==> config.mk <==
export PLATFORM = sky130hd
export DESIGN_NAME = icache_responder
export DESIGN_NICKNAME = d
export VERILOG_FILES = /design/src/rtl/lc3b_icache_pkg.sv /design/src/rtl/icache_line_array.sv /design/src/rtl/icache_responder.sv
export SDC_FILE = /design/constraint.sdc
export NUM_CORES = 1
export LEC_CHECK = 0
export ABC_AREA = 1
export CORE_MARGIN = 2
export CORE_UTILIZATION = 30
export CTS_CLUSTER_DIAMETER = 80
export DETAILED_ROUTE_END_ITERATION = 10
export DONT_BUFFER_PORTS = 1
export GPL_TIMING_DRIVEN = 0
export PLACE_DENSITY_LB_ADDON = 0.2
export SYNTH_ARGS = -nofsm -noshare
export SYNTH_HDL_FRONTEND = slang
export SYNTH_SLANG_ARGS = --single-unit
export TNS_END_PERCENT = 20
==> constraint.sdc <==
create_clock -name clk -period 7.1 [get_ports clk]
set_input_delay 1.42 -clock clk [delete_from_list [all_inputs] [get_ports clk]]
set_output_delay 1.42 -clock clk [all_outputs]
set_load 0.02 [all_outputs]
==> src/rtl/lc3b_icache_pkg.sv <==
// Shared types and width helpers for the LC-3b instruction-side cache responder.
package lc3b_icache_pkg;

  typedef enum logic {
    IDLE = 1'b0,
    REQ  = 1'b1
  } icache_state_t;

  localparam logic [15:0] NOP_WORD = 16'h0000;

  function automatic int idx_w(input int lines);
    return $clog2(lines);
  endfunction

  // Bit 0 is the byte offset inside a word, so the tag starts above the index.
  function automatic int tag_w(input int lines, input int addr_w);
    return addr_w - 1 - $clog2(lines);
  endfunction

endpackage

==> src/rtl/icache_line_array.sv <==
// Valid/tag/data storage for a direct-mapped, one-word-per-line instruction cache.
module icache_line_array
  import lc3b_icache_pkg::*;
#(
  parameter int  LINES  = 8,
  parameter int  ADDR_W = 16,
  localparam int IDX_W  = idx_w(LINES),
  localparam int TAG_W  = tag_w(LINES, ADDR_W)
) (
  input  logic              clk,
  input  logic              clr,
  input  logic [IDX_W-1:0]  rd_idx,
  output logic              rd_valid,
  output logic [TAG_W-1:0]  rd_tag,
  output logic [ADDR_W-1:0] rd_data,
  input  logic              we,
  input  logic [IDX_W-1:0]  wr_idx,
  input  logic [TAG_W-1:0]  wr_tag,
  input  logic [ADDR_W-1:0] wr_data,
  input  logic              wr_valid
);

  logic [LINES-1:0]  valid_q;
  logic [TAG_W-1:0]  tag_q  [LINES];
  logic [ADDR_W-1:0] data_q [LINES];

  // Clear beats a same-cycle write, so a fill racing a flush lands invalid.
  always_ff @(posedge clk) begin
    if (clr) begin
      valid_q <= '0;
    end else if (we) begin
      valid_q[wr_idx] <= wr_valid;
    end
  end

  // NOTE: tag/data arrays are deliberately not reset; the valid bits alone
  // decide whether their contents mean anything, which keeps them RAM-mappable.
  always_ff @(posedge clk) begin
    if (we) begin
      tag_q[wr_idx]  <= wr_tag;
      data_q[wr_idx] <= wr_data;
    end
  end

  assign rd_valid = valid_q[rd_idx];
  assign rd_tag   = tag_q[rd_idx];
  assign rd_data  = data_q[rd_idx];

endmodule

==> src/rtl/icache_responder.sv <==
// Fetch-side responder: combinational hit lookup, single outstanding miss refill.
module icache_responder
  import lc3b_icache_pkg::*;
#(
  parameter int  LINES  = 8,
  parameter int  ADDR_W = 16,
  localparam int IDX_W  = idx_w(LINES),
  localparam int TAG_W  = tag_w(LINES, ADDR_W)
) (
  input  logic              clk,
  input  logic              rst_n,
  input  logic [ADDR_W-1:0] pc,
  input  logic              fetch_en,
  input  logic              flush,
  output logic [ADDR_W-1:0] instr,
  output logic              imem_r,
  output logic              mem_req,
  output logic [ADDR_W-1:0] mem_addr,
  input  logic [ADDR_W-1:0] mem_rdata,
  input  logic              mem_ack
);

  icache_state_t     state_q;
  logic [ADDR_W-1:0] miss_pc;
  logic              flush_pend;
  logic [15:0]       hit_cnt;
  logic [15:0]       miss_cnt;

  logic              rd_valid;
  logic [TAG_W-1:0]  rd_tag;
  logic [ADDR_W-1:0] rd_data;
  logic              lookup_hit;
  logic              hit;
  logic              miss_start;
  logic              fill;
  logic              pc_lsb_unused;

  assign pc_lsb_unused = pc[0];

  assign lookup_hit = fetch_en && rd_valid && (rd_tag == pc[ADDR_W-1:IDX_W+1]);
  assign hit        = (state_q == IDLE) && lookup_hit && !flush;
  assign miss_start = (state_q == IDLE) && fetch_en && !lookup_hit && !flush;
  // Qualifying with rst_n drops a fill whose ack coincides with reset.
  assign fill       = (state_q == REQ) && mem_ack && rst_n;

  assign imem_r   = hit;
  assign instr    = hit ? rd_data : NOP_WORD;
  assign mem_req  = (state_q == REQ);
  assign mem_addr = miss_pc;

  icache_line_array #(
    .LINES  (LINES),
    .ADDR_W (ADDR_W)
  ) u_lines (
    .clk      (clk),
    .clr      (flush || !rst_n),
    .rd_idx   (pc[IDX_W:1]),
    .rd_valid (rd_valid),
    .rd_tag   (rd_tag),
    .rd_data  (rd_data),
    .we       (fill),
    .wr_idx   (miss_pc[IDX_W:1]),
    .wr_tag   (miss_pc[ADDR_W-1:IDX_W+1]),
    .wr_data  (mem_rdata),
    .wr_valid (!(flush_pend || flush))
  );

  // NOTE: every register here uses <= so all of them see pre-edge values;
  // a blocking update would leak into later reads within the same block.
  always_ff @(posedge clk) begin
    if (!rst_n) begin
      state_q    <= IDLE;
      miss_pc    <= '0;
      flush_pend <= 1'b0;
      hit_cnt    <= '0;
      miss_cnt   <= '0;
    end else begin
      if (hit && hit_cnt != 16'hFFFF) begin
        hit_cnt <= hit_cnt + 16'd1;
      end
      case (state_q)
        IDLE: begin
          if (miss_start) begin
            miss_pc <= {pc[ADDR_W-1:1], 1'b0};
            state_q <= REQ;
            if (miss_cnt != 16'hFFFF) begin
              miss_cnt <= miss_cnt + 16'd1;
            end
          end
        end
        REQ: begin
          // A flush never aborts the refill; it only poisons the returned line.
          if (mem_ack) begin
            state_q    <= IDLE;
            flush_pend <= 1'b0;
          end else if (flush) begin
            flush_pend <= 1'b1;
          end
        end
        default: state_q <= IDLE;
      endcase
    end
  end

endmodule

; ---- Yosys cells after proc, flatten, opt, wreduce, memory -nomap -nowiden
; Memory sizes are Yosys's and may differ from the RTL's.
; Index checks and enable logic that the tools add are counted.
[classes]
n_reduce_logical = 19
bitwise_logic = 1
n_eq_ne = 1
mux = 13
order_cmp = 3
[ops]
columns = operator, count
row1 = $mux W16, 1
row2 = $eq A12 B12 Y1, 1
row3 = $logic_and A1 B1 Y1, 10
row4 = $bwmux W8, 1
row5 = $lt A3 B4 Y1 const B, 2
row6 = $mux W1, 8
row7 = $logic_not A1 Y1, 4
row8 = $reduce_and A2 Y1, 2
row9 = $bmux W1 S3, 1
row10 = $demux W1 S3, 1
row11 = $ge A3 B1 Y1 const B, 1
row12 = $logic_or A1 B1 Y1, 2
row13 = $pmux W1 S2, 1
row14 = $reduce_bool A2 Y1, 1
row15 = $not A1 Y1, 1
[word_totals]
ramBits = 224
in_bits = 37
register_bits = 25
elab_cells = 43
n_memories = 2
out_inout_bits = 34
[memory_table]
columns = name, depth, width, rd, rd_ports_with_merged_regs, write_ports, line
row1 = u_lines.data_q, 8, 16, 1, 0, 1, icache_line_array.sv:25  ; logic [ADDR_W-1:0] data_q [LINES];
row2 = u_lines.tag_q, 8, 12, 1, 0, 1, icache_line_array.sv:24  ; logic [TAG_W-1:0] tag_q [LINES];

; ---- Logic depth before layout (Yosys ltp)
[depth]
ltp_word = 9
ltp_mapped = 17
mapped_depth_nobuf = 15

; ---- By module
; Synthesis repeated with hierarchy kept, for this count alone.
[unflattened]
hier_cells = 1275
area_unflattened_um2 = 11492.3
[by_module_without_submodules]
columns = module, area_each_um2, instances, seq_area_each_um2, cells_per_inst
row1 = icache_line_array, 10213.5, 1, 6886.6, 1050
row2 = icache_responder, 1278.7, 1, 340.3, 225

; ---- Worst setup path before layout
; Ideal clock, no wire load.
[synth_path]
path_type = in2out
from = input pc[2]
to = output instr[10]
cell_stages = 14
arrival_ns = 2.936
required_time_ns = 5.680
path_slack_ns = 2.744
path_buffers = 3
cell_sequence = buf_2 -> inv_1 -> buf_4 -> nand3_1 -> nand3_1 -> nand2_1 -> nand2_1 -> nand2_1 -> nor3b_1 -> nand2_1 -> nor2_1 -> nand3_2 -> buf_6 -> nor2_2
[synth_between]
elab_chain_len = 7
elab_cells_between_ends = 10
classes_between = eq/ne (1) / mux (3) / reduce/logical (4) / memory (2)
[synth_rtl]
columns = element, line
row1 = "start, declared", icache_responder.sv:12  ; input logic [ADDR_W-1:0] pc,
row2 = branches (longest 6 deep; another with $mem_v2 Z8 W12), --
row3 = $mux W16 *, icache_responder.sv:47  ; assign instr = hit ? rd_data : NOP_WORD;
row4 = "end, declared", icache_responder.sv:15  ; output logic [ADDR_W-1:0] instr,
; Every way passes the cells marked *. The select of a mux whose other input is x is not followed.

; ---- Worst setup path in the final report
[layout_path]
from = input pc[3]
to = output instr[5]
; The elaborated chain is that of the path after synthesis.

==> results.sh <==
export IMPL_cp_required_ns=5.68
export IMPL_grt_pass1_wl_um=44800
export IMPL_syn_nets=1002
export IMPL_period_share_pct=73.6
export IMPL_drc=0
export IMPL_grt_max_degree=25
export IMPL_final_cell_mix="edfxtp_1, nand2_1, nor2_1"
export IMPL_critPathArrivalTime_ns=3.81
export IMPL_r2r_slack_ns=4.66
export IMPL_die_w_um=190
export IMPL_p_sw_share_pct=22.7
export IMPL_p_total_mw=3.24
export IMPL_critPathKind="primary input to output port"
export IMPL_seqPwrFrac_pct=50.4
export IMPL_pre_cts_ws_ns=1.84
export IMPL_mostFrequentLayoutCell="edfxtp_1"
export IMPL_diodes=0
export IMPL_die_h_um=190
export IMPL_slew_violations=0
export IMPL_synth_ff_latch_count=249
export IMPL_routed_wl_um=31000
export IMPL_setup_slack_ns=1.87
export IMPL_dp_hpwl_um=19400
export IMPL_hold_path_class="register to register"
export IMPL_vdd_drop_max_mv=0.179
export IMPL_finalSetupViolations=0
export IMPL_r2r_end="u_lines.tag_q[4][10]$_DFFE_PP_"
export IMPL_h_tree_depth=1
export IMPL_start_util_pct=30.3
export IMPL_drtIter0Drc=552
export IMPL_io_pins=71
export IMPL_p_sw_uw=734
export IMPL_postCtsHoldBufs=0
export IMPL_fin_cells=1478
export IMPL_via_count=7004
export IMPL_dieArea_mm2=0.0362
export IMPL_yosysWarnings=0
export IMPL_hold_violations=0
export IMPL_rr_worst_depth=5
export IMPL_synth_edf_count=224
export IMPL_worstMarginPinSlew_ns=0.812
export IMPL_dp_cells=1428
export IMPL_clock_sinks=249
export IMPL_rr_startpoint="mem_req$_SDFF_PN0_"
export IMPL_ant_nets=0
export IMPL_rows=68
export IMPL_routabilityCongestion=0.811
export IMPL_final_nets=1039
export IMPL_insertion_delay_ns=0.56
export IMPL_combPwrFrac_pct=5.4
export IMPL_hold_end="u_lines.valid_q[3]$_SDFFE_PP0P_"
export IMPL_finalSetupTns_ns=0
export IMPL_grt_pass1_vias=6695
export IMPL_post_cts_buffers=0
export IMPL_cts_buffers=27
export IMPL_io_buffers=0
export IMPL_drive_above_1_share_pct=9.29
export IMPL_power_internal_mw=2.50
export IMPL_first_pass_iters=5
export IMPL_cts_root_buf="clkbuf_16"
export IMPL_syn_to_final_growth_pct=16.4
export IMPL_worstSetupEndpointType="output port"
export IMPL_fin_util_pct=35.3
export IMPL_synthArstFlopShare_pct=0
export IMPL_track_usage_pct=17.0
export IMPL_yosysTopAreaCellShare_pct=64.6
export IMPL_viasPerCell=4.74
export IMPL_p_leak_nw=4.45
export IMPL_clock_skew_final_ns=0.0129
export IMPL_gr_total_overflow=0
export IMPL_antenna_found_initial=0
export IMPL_relSlewSlack_pct=45.9
export IMPL_power_frac_clock_pct=44.2
export IMPL_syn_avg_cell_area_um2=10.8
export IMPL_max_clock_path_buffers=3
export IMPL_status="completed"
export IMPL_cap_viol_max_count=0
export IMPL_ys_types=26
export IMPL_design_core_area_mm2=0.0344
export IMPL_yosysSeqAreaShare_pct=69.4
export IMPL_netlist_area_mm2=0.0104
export IMPL_rsz0062_at_grt="no"
export IMPL_min_from="u_lines.valid_q[3]$_SDFFE_PP0P_"
export IMPL_powerDensity_mw_per_mm2=267
export IMPL_netlist_top_cells_area="edfxtp_1, nand2_1, nor2_1"
export IMPL_wl_per_cell_um=21.0
export IMPL_cts_resized_gates=0
export IMPL_ys_flop_type="edfxtp_1"
export IMPL_postSynthCellCount=965
export IMPL_holdPathStages=2
export IMPL_max_freq_mhz=191
export IMPL_cp_start_kind="primary input"
export IMPL_period_needed_ns=5.23
export IMPL_critPathMaxFanout=10
export IMPL_yosys_area_top_type="edfxtp_1"
export IMPL_clkTransAtPathRegs_ns=0.06
export IMPL_tritoncts="yes"
==> cells in the mapped netlist (all sizes together), types with 2 or more instances <==
master and count:
edfxtp 224, nand2 162, nor2 160, o21ai 115
inv 88, nand3 84, clkbuf 30, a21oi 26
buf 25, dfxtp 25, o221ai 16, and2 2
nand4 2, nor3b 2
==> worst max-delay path by stage <==
stage / start / endpoint / slack [ns] / cells past startpoint
after CTS: pc[3] / instr[9] / 1.84 / 11
after global routing: pc[3] / instr[5] / 1.69 / 10
after floorplan: pc[2] / instr[10] / 2.74 / 14
after global placement: rst_n / u_lines.valid_q[6]$_SDFFE_PP0P_ / 1.23 / 7
final: pc[3] / instr[5] / 1.87 / 10
after detailed placement: pc[3] / instr[9] / 1.84 / 11
==> sequential cells by signal (all words and copies together) (netlist names) <==
signal	cells
u_lines.data_q	128
u_lines.tag_q	96
mem_addr	15
u_lines.valid_q	8
flush_pend	1
mem_req	1
==> kinds of logic (layout without fill, tap and decap cells) <==
| family | after synthesis | in the layout | synth area share (%) |
|---|---|---|---|
| compound gates | 159 | 159 | 8.25 |
| other cells | 1 | 1 | 0.0360 |
| flops | 249 | 249 | 69.4 |
| buf+inv | 143 | 201 | 5.94 |
| simple gates | 413 | 413 | 16.4 |
==> cell type report <==
| cell class | instances | area, µm² |
|---|---|---|
| tap | 455 | 569 |
| clock buffer | 38 | 747 |
| multi-input combinational | 573 | 2630 |
| sequential | 249 | 7230 |
| inverter | 88 | 330 |
| timing repair buffer | 8 | 183 |
| fill | 3468 | 22200 |
| buffer | 55 | 288 |
| clock inverter | 12 | 154 |
==> layer usage <==
metal | vias up | GRT usage (%) | routed length (µm)
li1 | 3382 | - | -
met1 | 3378 | 22.9 | 13800
met2 | 199 | 28.2 | 14500
met3 | 45 | 3.66 | 2000
met4 | 0 | 3.73 | 669
met5 | - | 0 | 0
==> critical path, stage by stage <==
cell and delay [ns]:
inv_1 0.05, clkbuf_1 0.59, nand3_1 0.20, nand3_1 0.12, nand2_1 0.08, nor2_1 0.19, nand4_1 0.12, nor2_1 0.16
nand3_2 0.32, nor2_1 0.55
==> power by group through the flow <==
stage | Clock (mW) | Sequential [mW] | Combinational, mW
floorplan | 0 | 1.66 | 0.114
global placement | 0 | 1.67 | 0.172
detailed placement | 0 | 1.67 | 0.176
CTS | 1.46 | 1.63 | 0.177
global route | 1.51 | 1.64 | 0.194
finish | 1.43 | 1.63 | 0.175
==> stage by stage <==
step | hold WS, ns | cell area, µm²
floorplan | 0.497 | 10400
global placement | 0.516 | 11000
detailed placement | 0.533 | 11200
CTS | 0.547 | 12100
global route | 0.585 | 12100
finish | 0.551 | 12100
(Power assumes the default switching activity.)
